--- config.mk ---
export PLATFORM = sky130hd
export DESIGN_NAME = wallace_pipe
export DESIGN_NICKNAME = d
export VERILOG_FILES = /design/src/rtl/wallace_pipe.sv
export SDC_FILE = /design/constraint.sdc
export NUM_CORES = 1
export LEC_CHECK = 0
export CORE_UTILIZATION = 55
export CTS_BUF_LIST = sky130_fd_sc_hd__clkbuf_16
export CTS_CLUSTER_DIAMETER = 100
export DETAILED_ROUTE_END_ITERATION = 6
export GPL_TIMING_DRIVEN = 0
export PLACE_DENSITY_LB_ADDON = 0.12
export SYNTH_ARGS = -nofsm -noshare
export SYNTH_HDL_FRONTEND = slang
export SYNTH_SLANG_ARGS = --single-unit
export TNS_END_PERCENT = 1
--- constraint.sdc ---
create_clock -name clk -period 1.6 [get_ports clk]
set_clock_uncertainty 0.15 [all_clocks]
set_input_delay 0.32 -clock clk [delete_from_list [all_inputs] [get_ports clk]]
set_output_delay 0.32 -clock clk [all_outputs]
set_load 0.01 [all_outputs]
--- src/rtl/wallace_pipe.sv ---
// wallace_pipe: pipelined Wallace-tree carry-save reducer.
// Reduces ROWS two's-complement rows of WIDTH bits to a redundant sum/carry
// pair using 3:2 compressor levels, with a register stage after every level
// and a global valid/ready stall.
// Optional macro WALLACE_PIPE_CPA_EN adds a registered carry-propagate stage
// that drives the 'product' port.

// One 3:2 compressor slice.
// The carry output is already shifted left by one and truncated to WIDTH bits.
module csa32 #(
  parameter int WIDTH = 24
) (
  input  logic [WIDTH-1:0] a,
  input  logic [WIDTH-1:0] b,
  input  logic [WIDTH-1:0] c,
  output logic [WIDTH-1:0] s,
  output logic [WIDTH-1:0] co
);
  logic [WIDTH-1:0] maj;

  assign s   = a ^ b ^ c;
  assign maj = (a & b) | (a & c) | (b & c);
  assign co  = maj << 1;
endmodule

module wallace_pipe #(
  parameter int WIDTH = 24,
  parameter int ROWS  = 12
) (
  input  logic                  clk,
  input  logic                  rst_n,
  input  logic                  in_valid,
  output logic                  in_ready,
  input  logic [ROWS*WIDTH-1:0] pp_flat,
  output logic                  out_valid,
  input  logic                  out_ready,
  output logic [WIDTH-1:0]      sum,
  output logic [WIDTH-1:0]      carry
`ifdef WALLACE_PIPE_CPA_EN
  ,
  output logic [WIDTH-1:0]      product
`endif
);

  // Row count entering level k: each level folds every full triple into a pair.
  function automatic int lvl_rows(input int k);
    int n;
    n = ROWS;
    for (int i = 0; i < k; i++) n = n - n / 3;
    return n;
  endfunction

  // Number of levels needed to reach two rows.
  function automatic int num_lvls(input int rows);
    int n;
    int l;
    n = rows;
    l = 0;
    for (int i = 0; i < 32; i++) begin
      if (n > 2) begin
        n = n - n / 3;
        l++;
      end
    end
    return l;
  endfunction

  localparam int L = num_lvls(ROWS);
`ifdef WALLACE_PIPE_CPA_EN
  localparam int STAGES = L + 1;
`else
  localparam int STAGES = L;
`endif

  logic              advance;
  logic [STAGES:1]   vld_pipe_d, vld_pipe_q;
  logic [WIDTH-1:0]  red_sum, red_carry;

  // The whole pipe moves together; the output slot is free or being drained.
  assign out_valid = vld_pipe_q[STAGES];
  assign advance   = !out_valid || out_ready;
  assign in_ready  = advance;

  // Valid shift register: shift in the input valid on advance, hold on stall.
  always_comb begin
    vld_pipe_d = vld_pipe_q;
    if (advance) begin
      vld_pipe_d[1] = in_valid;
      for (int i = 2; i <= STAGES; i++) vld_pipe_d[i] = vld_pipe_q[i-1];
    end
  end

  // Valid register, cleared asynchronously so in-flight results are dropped.
  always_ff @(posedge clk or negedge rst_n) begin
    if (!rst_n) vld_pipe_q <= '0;
    else        vld_pipe_q <= vld_pipe_d;
  end

  // Reduction levels, each followed by its own register stage sized to the
  // number of rows it produces.
  for (genvar k = 0; k < L; k++) begin : g_lvl
    localparam int NI = lvl_rows(k);
    localparam int NO = lvl_rows(k + 1);
    localparam int T  = NI / 3;

    logic [NI-1:0][WIDTH-1:0] rin;
    logic [NO-1:0][WIDTH-1:0] rout, rows_d, rows_q;

    if (k == 0) begin : g_src
      assign rin = pp_flat;
    end else begin : g_src
      assign rin = g_lvl[k-1].rows_q;
    end

    // Triple j compresses into output rows 2j (sum) and 2j+1 (carry).
    for (genvar j = 0; j < T; j++) begin : g_csa
      csa32 #(.WIDTH(WIDTH)) u_csa (
        .a  (rin[3*j]),
        .b  (rin[3*j+1]),
        .c  (rin[3*j+2]),
        .s  (rout[2*j]),
        .co (rout[2*j+1])
      );
    end

    // Leftover rows ride through untouched behind the compressed pairs.
    for (genvar r = 0; r < NI - 3*T; r++) begin : g_pass
      assign rout[2*T + r] = rin[3*T + r];
    end

    // Capture the level result on advance, hold while stalled.
    always_comb begin
      rows_d = advance ? rout : rows_q;
    end

    // Level data register.
    always_ff @(posedge clk or negedge rst_n) begin
      if (!rst_n) rows_q <= '0;
      else        rows_q <= rows_d;
    end
  end

  assign red_sum   = g_lvl[L-1].rows_q[0];
  assign red_carry = g_lvl[L-1].rows_q[1];

`ifdef WALLACE_PIPE_CPA_EN
  logic [WIDTH-1:0] sum_d, sum_q, carry_d, carry_q, product_d, product_q;

  // Final stage: resolve the redundant pair and keep it alongside the product.
  always_comb begin
    sum_d     = sum_q;
    carry_d   = carry_q;
    product_d = product_q;
    if (advance) begin
      sum_d     = red_sum;
      carry_d   = red_carry;
      product_d = red_sum + red_carry;
    end
  end

  // Carry-propagate stage register.
  always_ff @(posedge clk or negedge rst_n) begin
    if (!rst_n) begin
      sum_q     <= '0;
      carry_q   <= '0;
      product_q <= '0;
    end else begin
      sum_q     <= sum_d;
      carry_q   <= carry_d;
      product_q <= product_d;
    end
  end

  assign sum     = sum_q;
  assign carry   = carry_q;
  assign product = product_q;
`else
  assign sum   = red_sum;
  assign carry = red_carry;
`endif

endmodule
==> impl_metrics.yaml, run 1 <==
cells_and_area:
  layout-drive-gt1-share_pct: 38.5
  areaGrowthSynthToFinish_pct: 24.2
  diodes: 0
  finalNonFillerCells: 2421
  nNetsFinal: 2307
  utilization_pct: 69.7
  layout_common_cells: "dfrtp_1 (540), mux2_2 (509), clkdlybuf4s50_1 (290), fa_1 (222), clkbuf_16 (58)"
  fill_cells: 3015
  mostFrequentLayoutCell: "dfrtp_1"
outcome:
  violations: "hold timing, setup timing"
  status: "finished with violations"
worst_setup_path:
  crit_top_cell: "buf_12"
  worstSetupPathType: "register to output port"
  path_max_fanout: 2
  r2r_setup_slack_ns: -0.24
  cp_slowest_cell: "dfrtp_2"
  r2r_cells: 6
  worstPathCellList: "nand2b_4 > buf_8 > buf_12 > buf_12 > buf_6"
  startpoint_type: "register"
  worst_ep_required_time_ns: 1.13
  worstReg2RegEnd: "g_lvl[1].rows_q[82]"
  end_kind: "output port"
  critPathMaxStageDelay_ns: 0.39
  r2r_start: "vld_pipe_q[5]"
  crit_start: "vld_pipe_q[5]"
  arrival_ns: 1.51
clock_network:
  numCtsBuffers: 54
  cts_tree: "built"
  cts_max_level: 2
  clock_latency_ns: 0.60
  clock-root-buffer: "clkbuf_16"
  cts_buffer_depth: 3
  cts.sinks: 541
  clkTransAtPathRegs_ns: 0.07
die:
  ios: 342
  num_rows: 77
  die_area_mm2: 0.0463
  initial_core_util_pct: 56.1
  fp.dieH_um: 215
  die_w_um: 215
  core_area_mm2: 0.0445
yosys:
  synth_cells: 1383
  yosys_warnings: 0
  syn_area_mm2: 0.0250
  syn_area_per_cell_um2: 18.1
  ys_types: 12
  ys_ff_latch: 541
  synth_area_leader_cell: "dfrtp_1"
  yosysTopAreaCellShare_pct: 54.2
  synth_seq_area_share_pct: 54.2
  synth.area.top_cells: "dfrtp_1 (54%), mux2_2 (23%), fa_1 (18%), buf_6 (1.9%), mux2_1 (1.4%)"
placed_design:
  port_buffers: 339
  placed_cells: 2319
  hpwl_um: 40300
  dp_worst_setup_slack_ns: -0.964
  gp_congestion: 0.769
global_route:
  use_met1_pct: 37.3
  grt_usage_pct: 26.0
  grt_pass1_vias: 14900
  grt.overflow.total: 0
  grt_max_degree: 123
  grt_pass1_wl_um: 89400
  gr-usage-met3_pct: 4.01
  grt_antenna_before_repair: 0
  grt.busiest_layer: "met2"
  met2_usage_pct: 43.0
job:
  maxCapViolations: 0
sta:
  fin_crit_sh_pct: 124
  setup_tns_ns: -84.99
  rsz0062_at_grt: "yes"
  fmax_mhz: 505
  hold_ws_ns: -0.469
  tightest_slew_ns: 0.628
  slew-limit-headroom_pct: 58.1
  slew_violations: 0
  post-route-min-period_ns: 1.98
  final-setup-viol-count: 548
  hold_violations: 115
  fin_ws_ns: -0.382
routing:
  drtAntennaViolNets: 0
  drt_first_pass_iters: 6
  via_per_inst: 5.37
  drc: 0
  wl_per_cell_um: 23.5
  dr.first_iter.drc_count: 607
  wl_um: 56800
  via_count: 13000
power:
  pwr-share-clk_pct: 21.3
  power.density_mw_per_mm2: 1880
  p_comb_share_pct: 36.1
  p_sw_mw: 18.4
  p_seq_share_pct: 42.5
  swShare_pct: 31.5
  leakage_nw: 13.1
  ir_drop_uv: 963
  p_int_mw: 39.9
hold_path:
  worstHoldPathType: "input port to async pin"
-- cell families (layout without fill, tap and decap cells) --
| family | Yosys count | after routing | share of synthesized area [%] |
|---|---|---|---|
| buffers and inverters | 62 | 507 | 2.34 |
| adder cells (fa/ha/maj) | 227 | 227 | 18.0 |
| other | 1 | 2 | 0.0150 |
| XOR/XNOR | 10 | 10 | 0.952 |
| multiplexers | 540 | 540 | 24.4 |
| flip-flops | 541 | 541 | 54.2 |
| AND/OR/NAND/NOR | 2 | 2 | 0.0802 |
-- what timing repair did --
action | in CTS | in global routing
resized for setup | 226 | 24
setup buffers | 4 | 1
hold endpoints to repair | 115 | 115
gates cloned | 0 | 1
setup endpoints to repair | 679 | 693
-- registers in the layout, indices dropped and copies added, names as in the netlist --
signal	cells
g_lvl.rows_q	490
carry	22
vld_pipe_q	5
sum	24
-- Yosys cell counts --
master and count:
buf_6 43, buf_2 17, xor3_1 10, dfrtp_1 541, ha_1 5, fa_1 222
conb_1 1, nand2b_4 1, mux2_2 509, buf_4 2, mux2_1 31, nand2b_1 1
-- metrics by stage --
stage | area (um^2) | total power [mW]
floorplan | 25000 | 37.4
global placement | 29100 | 45.2
detailed placement | 29200 | 46.1
CTS | 30900 | 58.6
global route | 31000 | 62.1
finish | 31000 | 58.2
-- cell type report --
type	count	area (um^2)	share of cell area, %
Timing Repair Buffer	348	3400	11.0
Tap cell	592	741	2.39
Clock buffer	57	1430	4.60
Clock inverter	40	302	0.973
Multi-Input combinational cell	781	10900	35.0
Sequential cell	541	13500	43.7
Buffer	62	744	2.40
-- routing by layer --
layer  vias up  routed length, um
met2       252              28700
met1      7090              25200
met5         -                  0
met4         0                846
li1       5594                  -
met3        63               2100
-- worst max path at each step --
stage | endpoint | slack (ns) | depth (start not counted)
2_1_floorplan | g_lvl[0].rows_q[34] | 0.07 | 5
3_3_place_gp | g_lvl[0].rows_q[111] | -23.25 | 1
3_5_place_dp | in_ready | -0.96 | 6
4_1_cts | in_ready | -0.42 | 5
5_1_grt | in_ready | -0.43 | 5
6_report | in_ready | -0.38 | 5
-- critical path, delay by kind of cell (launching register included) --
family,cells,cell delay [ns]
buffers and inverters,4,0.46
flip-flops,1,0.39
AND/OR/NAND/NOR,1,0.06
-- power by group through the flow --
stage          registers, mW  clock network, mW  logic (mW)
6_report                24.8               12.4        21.0
5_1_grt                 25.7               13.2        23.2
4_1_cts                 24.8               12.7        21.1
3_5_place_dp            25.0                  0        21.1
3_3_place_gp            24.9                  0        20.3
2_1_floorplan           24.0                  0        13.4
Power figures use the tool's default switching activity.
==> inputs of run 2 (changes only) <==
--- a/config.mk
+++ b/config.mk
@@ -9,9 +9,10 @@
 export CTS_BUF_LIST = sky130_fd_sc_hd__clkbuf_16
 export CTS_CLUSTER_DIAMETER = 100
 export DETAILED_ROUTE_END_ITERATION = 6
+export GPL_ROUTABILITY_DRIVEN = 0
 export GPL_TIMING_DRIVEN = 0
 export PLACE_DENSITY_LB_ADDON = 0.12
 export SYNTH_ARGS = -nofsm -noshare
 export SYNTH_HDL_FRONTEND = slang
 export SYNTH_SLANG_ARGS = --single-unit
-export TNS_END_PERCENT = 1
+export TNS_END_PERCENT = 10
==> constraint.sdc (replaced) <==
create_clock -name clk -period 1.6 [get_ports clk]
set_clock_uncertainty 0.15 [all_clocks]
set_input_delay 0.32 -clock clk [delete_from_list [all_inputs] [get_ports clk]]
set_output_delay 0.32 -clock clk [all_outputs]
set_load 0.1 [all_outputs]
==> run 2 against run 1 <==
The flow still finishes with violations (hold timing, setup timing). Global-route usage shrank 0.22 points. Flip-flop and latch count is the same. Die area is the same. Via count grew 0.98%. Worst setup slack lost 0.12 ns. Register-to-register slack lost 0.05 ns. Clock-buffer cell count is the same. First-iteration DRC count shrank 25%. Critical endpoint unchanged.
==> impl_metrics.yaml, run 2 (synthesis results as in run 1) <==
outcome:
  status: "finished with violations"
  violations: "hold timing, setup timing"
global_route:
  grt_antenna_before_repair: 1
  grt_pass1_vias: 15200
  grt_pass1_wl_um: 88800
  grt_max_degree: 118
  grt_usage_pct: 25.8
  grt.overflow.total: 0
placed_design:
  dp_worst_setup_slack_ns: -1.40
  port_buffers: 339
  hpwl_um: 40600
  dpl_cell_area_mm2: 0.0293
power:
  power.density_mw_per_mm2: 2030
  p_comb_share_pct: 42.1
  p_int_mw: 41.6
  leakage_nw: 13.4
  pwr-share-clk_pct: 19.1
  swShare_pct: 35.5
  p_sw_mw: 22.9
  ir_drop_uv: 1290
  p_seq_share_pct: 38.8
sta:
  setup_tns_ns: -121.00
  slew-limit-headroom_pct: 59.4
  slew_violations: 0
  fmax_mhz: 476
  final-setup-viol-count: 586
  hold_violations: 259
  rsz0062_at_grt: "yes"
  fin_ws_ns: -0.502
  tightest_slew_ns: 0.609
  fin_crit_sh_pct: 131
  post-route-min-period_ns: 2.10
  hold_ws_ns: -0.568
die:
  die_w_um: 215
  core_area_mm2: 0.0445
  die_area_mm2: 0.0463
  initial_core_util_pct: 56.1
  ios: 342
  fp.dieH_um: 215
  num_rows: 77
worst_setup_path:
  end_kind: "output port"
  worst_ep_required_time_ns: 1.13
  startpoint_type: "register"
  path_max_fanout: 2
  arrival_ns: 1.63
  worstSetupPathType: "register to output port"
routing:
  drt_first_pass_iters: 4
  via_per_inst: 5.40
  dr.first_iter.drc_count: 458
  drtAntennaViolNets: 0
  wl_um: 56300
  wl_per_cell_um: 23.2
  drc: 0
  via_count: 13100
cells_and_area:
  mostFrequentLayoutCell: "dfrtp_1"
  areaGrowthSynthToFinish_pct: 27.3
  nNetsFinal: 2313
  largest_register_ffs: 490
  fin_area_mm2: 0.0318
  largest-register: "g_lvl.rows_q"
  layout_common_cells: "dfrtp_1 (540), mux2_2 (501), clkdlybuf4s50_1 (290), fa_1 (222), clkbuf_16 (59)"
  diodes: 0
  layout-drive-gt1-share_pct: 38.7
clock_network:
  cts_max_level: 2
  cts_tree: "built"
  numCtsBuffers: 54
  cts_buffer_depth: 3
  cts.sinks: 541
  clock-root-buffer: "clkbuf_16"
  clkTransAtPathRegs_ns: 0.06
  clock_latency_ns: 0.60
hold_path:
  worstHoldPathType: "input port to async pin"
job:
  maxCapViolations: 0
-- run 2: stage by stage --
stage | power (mW) | utilization, % | cells
5_1_grt | 68.6 | 71.4 | 2431
4_1_cts | 65.0 | 71.0 | 2429
3_3_place_gp | 49.5 | 65.5 | 2315
3_5_place_dp | 50.6 | 65.8 | 2320
6_report | 64.5 | 71.4 | 2431
2_1_floorplan | 41.7 | - | 1384
-- run 2: final timing paths --
path | startpoint | end | slack [ns] | depth (start not counted)
max | vld_pipe_q[5] | in_ready | -0.50 | 5
min reg2reg | vld_pipe_q[4] | vld_pipe_q[5] | 0.33 | 1
min in group clk | in_valid | vld_pipe_q[1] | 0.19 | 2
max in group asynchronous | rst_n | g_lvl[2].rows_q[65] | 0.14 | 4
min | rst_n | g_lvl[0].rows_q[50] | -0.57 | 1
max reg2reg | vld_pipe_q[5] | g_lvl[3].rows_q[8] | -0.29 | 6
-- run 2: cell type report --
cell class / count / area (um^2)
clock buffers: 57 / 1430
clock inverters: 44 / 297
flip-flops and latches: 541 / 13500
well taps: 592 / 741
fillers: 2928 / 12700
multi-input cells: 781 / 10900
plain buffers: 62 / 767
repair buffers: 354 / 4130
-- run 2: worst max-delay path, cell delays in order, from the launching register on --
cell	delay, ns
dfrtp_4	0.49
nand2b_4	0.08
buf_6	0.10
buf_12	0.10
buf_16	0.11
buf_16	0.16
-- run 2: power by group through the flow --
stage               Clock [mW]  Sequential [mW]  Combinational (mW)
floorplan                    0             28.1                13.6
global placement             0             24.8                24.7
detailed placement           0             25.0                25.6
CTS                       12.6             25.2                27.3
global route              13.1             26.0                29.5
finish                    12.3             25.1                27.2
-- run 2: repair_timing --
| action | CTS | global route |
|---|---|---|
| endpoints found under the setup margin | 673 | 674 |
| setup buffers | 8 | 1 |
| hold endpoints to repair | 259 | 199 |
| cloned | 0 | 2 |
| resized for setup | 449 | 27 |
-- run 2: metal layers --
metal | vias up | wire, um | GRT usage (%)
met2 | 305 | 28100 | 42.4
met1 | 7133 | 23700 | 35.8
met5 | - | 10 | 0
met3 | 81 | 2960 | 4.61
li1 | 5606 | - | -
met4 | 2 | 1470 | 7.19
==> variant (flow settings as in run 2) <==
Build with the macro `WALLACE_PIPE_CPA_EN` defined.
--- a/src/rtl/wallace_pipe.sv
+++ b/src/rtl/wallace_pipe.sv
@@ -9,2 +9,4 @@
 // The carry output is already shifted left by one and truncated to WIDTH bits.
+`define WALLACE_PIPE_CPA_EN
+
 module csa32 #(
Function (old outputs only; new: product): same outputs for any inputs over 4 cycles, from zero or initial values and one cycle with rst_n low; that may be too few to reach the edited logic, so the function may still have changed.
==> variant against run 2 <==
The run still ends with hold timing, setup timing left; core utilization rose by 1.3 points; combinational power grew 45%; total power increased by 27%; synthesized area is 14% higher; routed wire length grew 49%; design area up 17%; setup slack worse by 0.26 ns; first-iteration DRC count rose to 3.8 times the old value; sequential cell count up 69; clock power up 9%; critical endpoint is now product[20].
==> variant: results (changes against run 2) <==
stage,metric,value,unit,change
routing,DR WL/cell,20.2,um,-13%
global_routing,vias in the first global route,23300,,+54%
critical_path,capture point of the worst reg-to-reg path,product[20],,
cells_and_area,design area,37300,um2,+17%
placement,total placed instance area,33300,um2,+14%
pwr,static leakage,18.7,nW,+40%
clock_tree,Skew-Pair Late Insertion Delay,0.64,ns,+0.04 ns
sta,max_slew headroom,0.548,,-0.0465
critical_path,worst endpoint data arrival time,2.73,ns,+1.10 ns
cells_and_area,area of all sequential standard cells,15300,um2,+13%
sta,total of endpoints with negative setup slack in the final report,664,,+13%
synth,Avg Inst Size Synth,9.60,um2,-47%
cells_and_area,Clock-cell share,0.0491,,-0.00516
global_routing,GR Util met1,0.431,,+0.0726
pwr,switching power of the nets,36.8,mW,+60%
global_routing,global-route wire length before repair,129000,um,+46%
routing,drt pass-1 iters,7,,+3
placement,setup slack after placement,-1.53,ns,-0.122 ns
run_status,run status,"complete, but fails checks",,
critical_path,launch point of the worst reg-to-reg path,red_carry[2],,
sta,number of hold-slack violations in the final timing report,264,,+1.9%
cells_and_area,antenna diode count,1,,+1
run_status,failing checks,"hold timing, setup timing",,
cells_and_area,number of non-clock buffers,543,,+31%
placement,count of buffers inserted at the top-level ports,363,,+7.1%
pwr,cell internal power dissipation,45.5,mW,+9.3%
routing,detailed route wirelength on metal3,5930,um,+100%
critical_path,worst-path fanout max,3,,+1
sta,final-layout worst hold slack,-0.580,ns,-0.0123 ns
global_routing,GR Layer Usage met2,0.539,,+0.115
clock_tree,Resized cells post-CTS,409,,-8.9%
critical_path,R2R cell count,9,,+3
critical_path,reg2reg setup slack,-0.77,ns,-0.48 ns
routing,wl on met1,33100,um,+39%
cells_and_area,filler instances,3642,,+24%
sta,Total Neg Setup Slack,-130.63,ns,-9.63 ns
global_routing,number of antenna violations at the first check in global routing,0,,-1
clock_tree,post-CTS repair timing setup buffer count,15,,+7
sta,slack of the critical path,-0.765,ns,-0.263 ns
cells_and_area,net count of the finished layout,3974,,+72%
synth,distinct cell type count after synthesis,54,,+42
-- variant: cell families (layout without fill, tap and decap cells) --
family / count (synthesis) / count (layout) / synth area share
and+or+nand+nor: 1826 / 1826 / 0.243
adders and majority gates: 249 / 249 / 0.168
xor gates and xnor gates: 31 / 31 / 0.00952
muxes: 4 / 4 / 0.00140
other: 1 / 3 / 0.000131
DFF: 610 / 610 / 0.535
AOI/OAI and AO/OA: 97 / 97 / 0.0218
buffers and inverters: 153 / 662 / 0.0215
-- variant: worst max-delay path by stage --
| stage | from | to | cells after the start |
|---|---|---|---|
| after floorplan | red_sum[2] | product[20] | 9 |
| after global placement | rst_n | vld_pipe_q[6] | 1 |
| after detailed placement | out_ready | in_ready | 7 |
| after CTS | vld_pipe_q[6] | in_ready | 6 |
| after global routing | red_carry[2] | product[20] | 9 |
| final | red_carry[2] | product[20] | 9 |
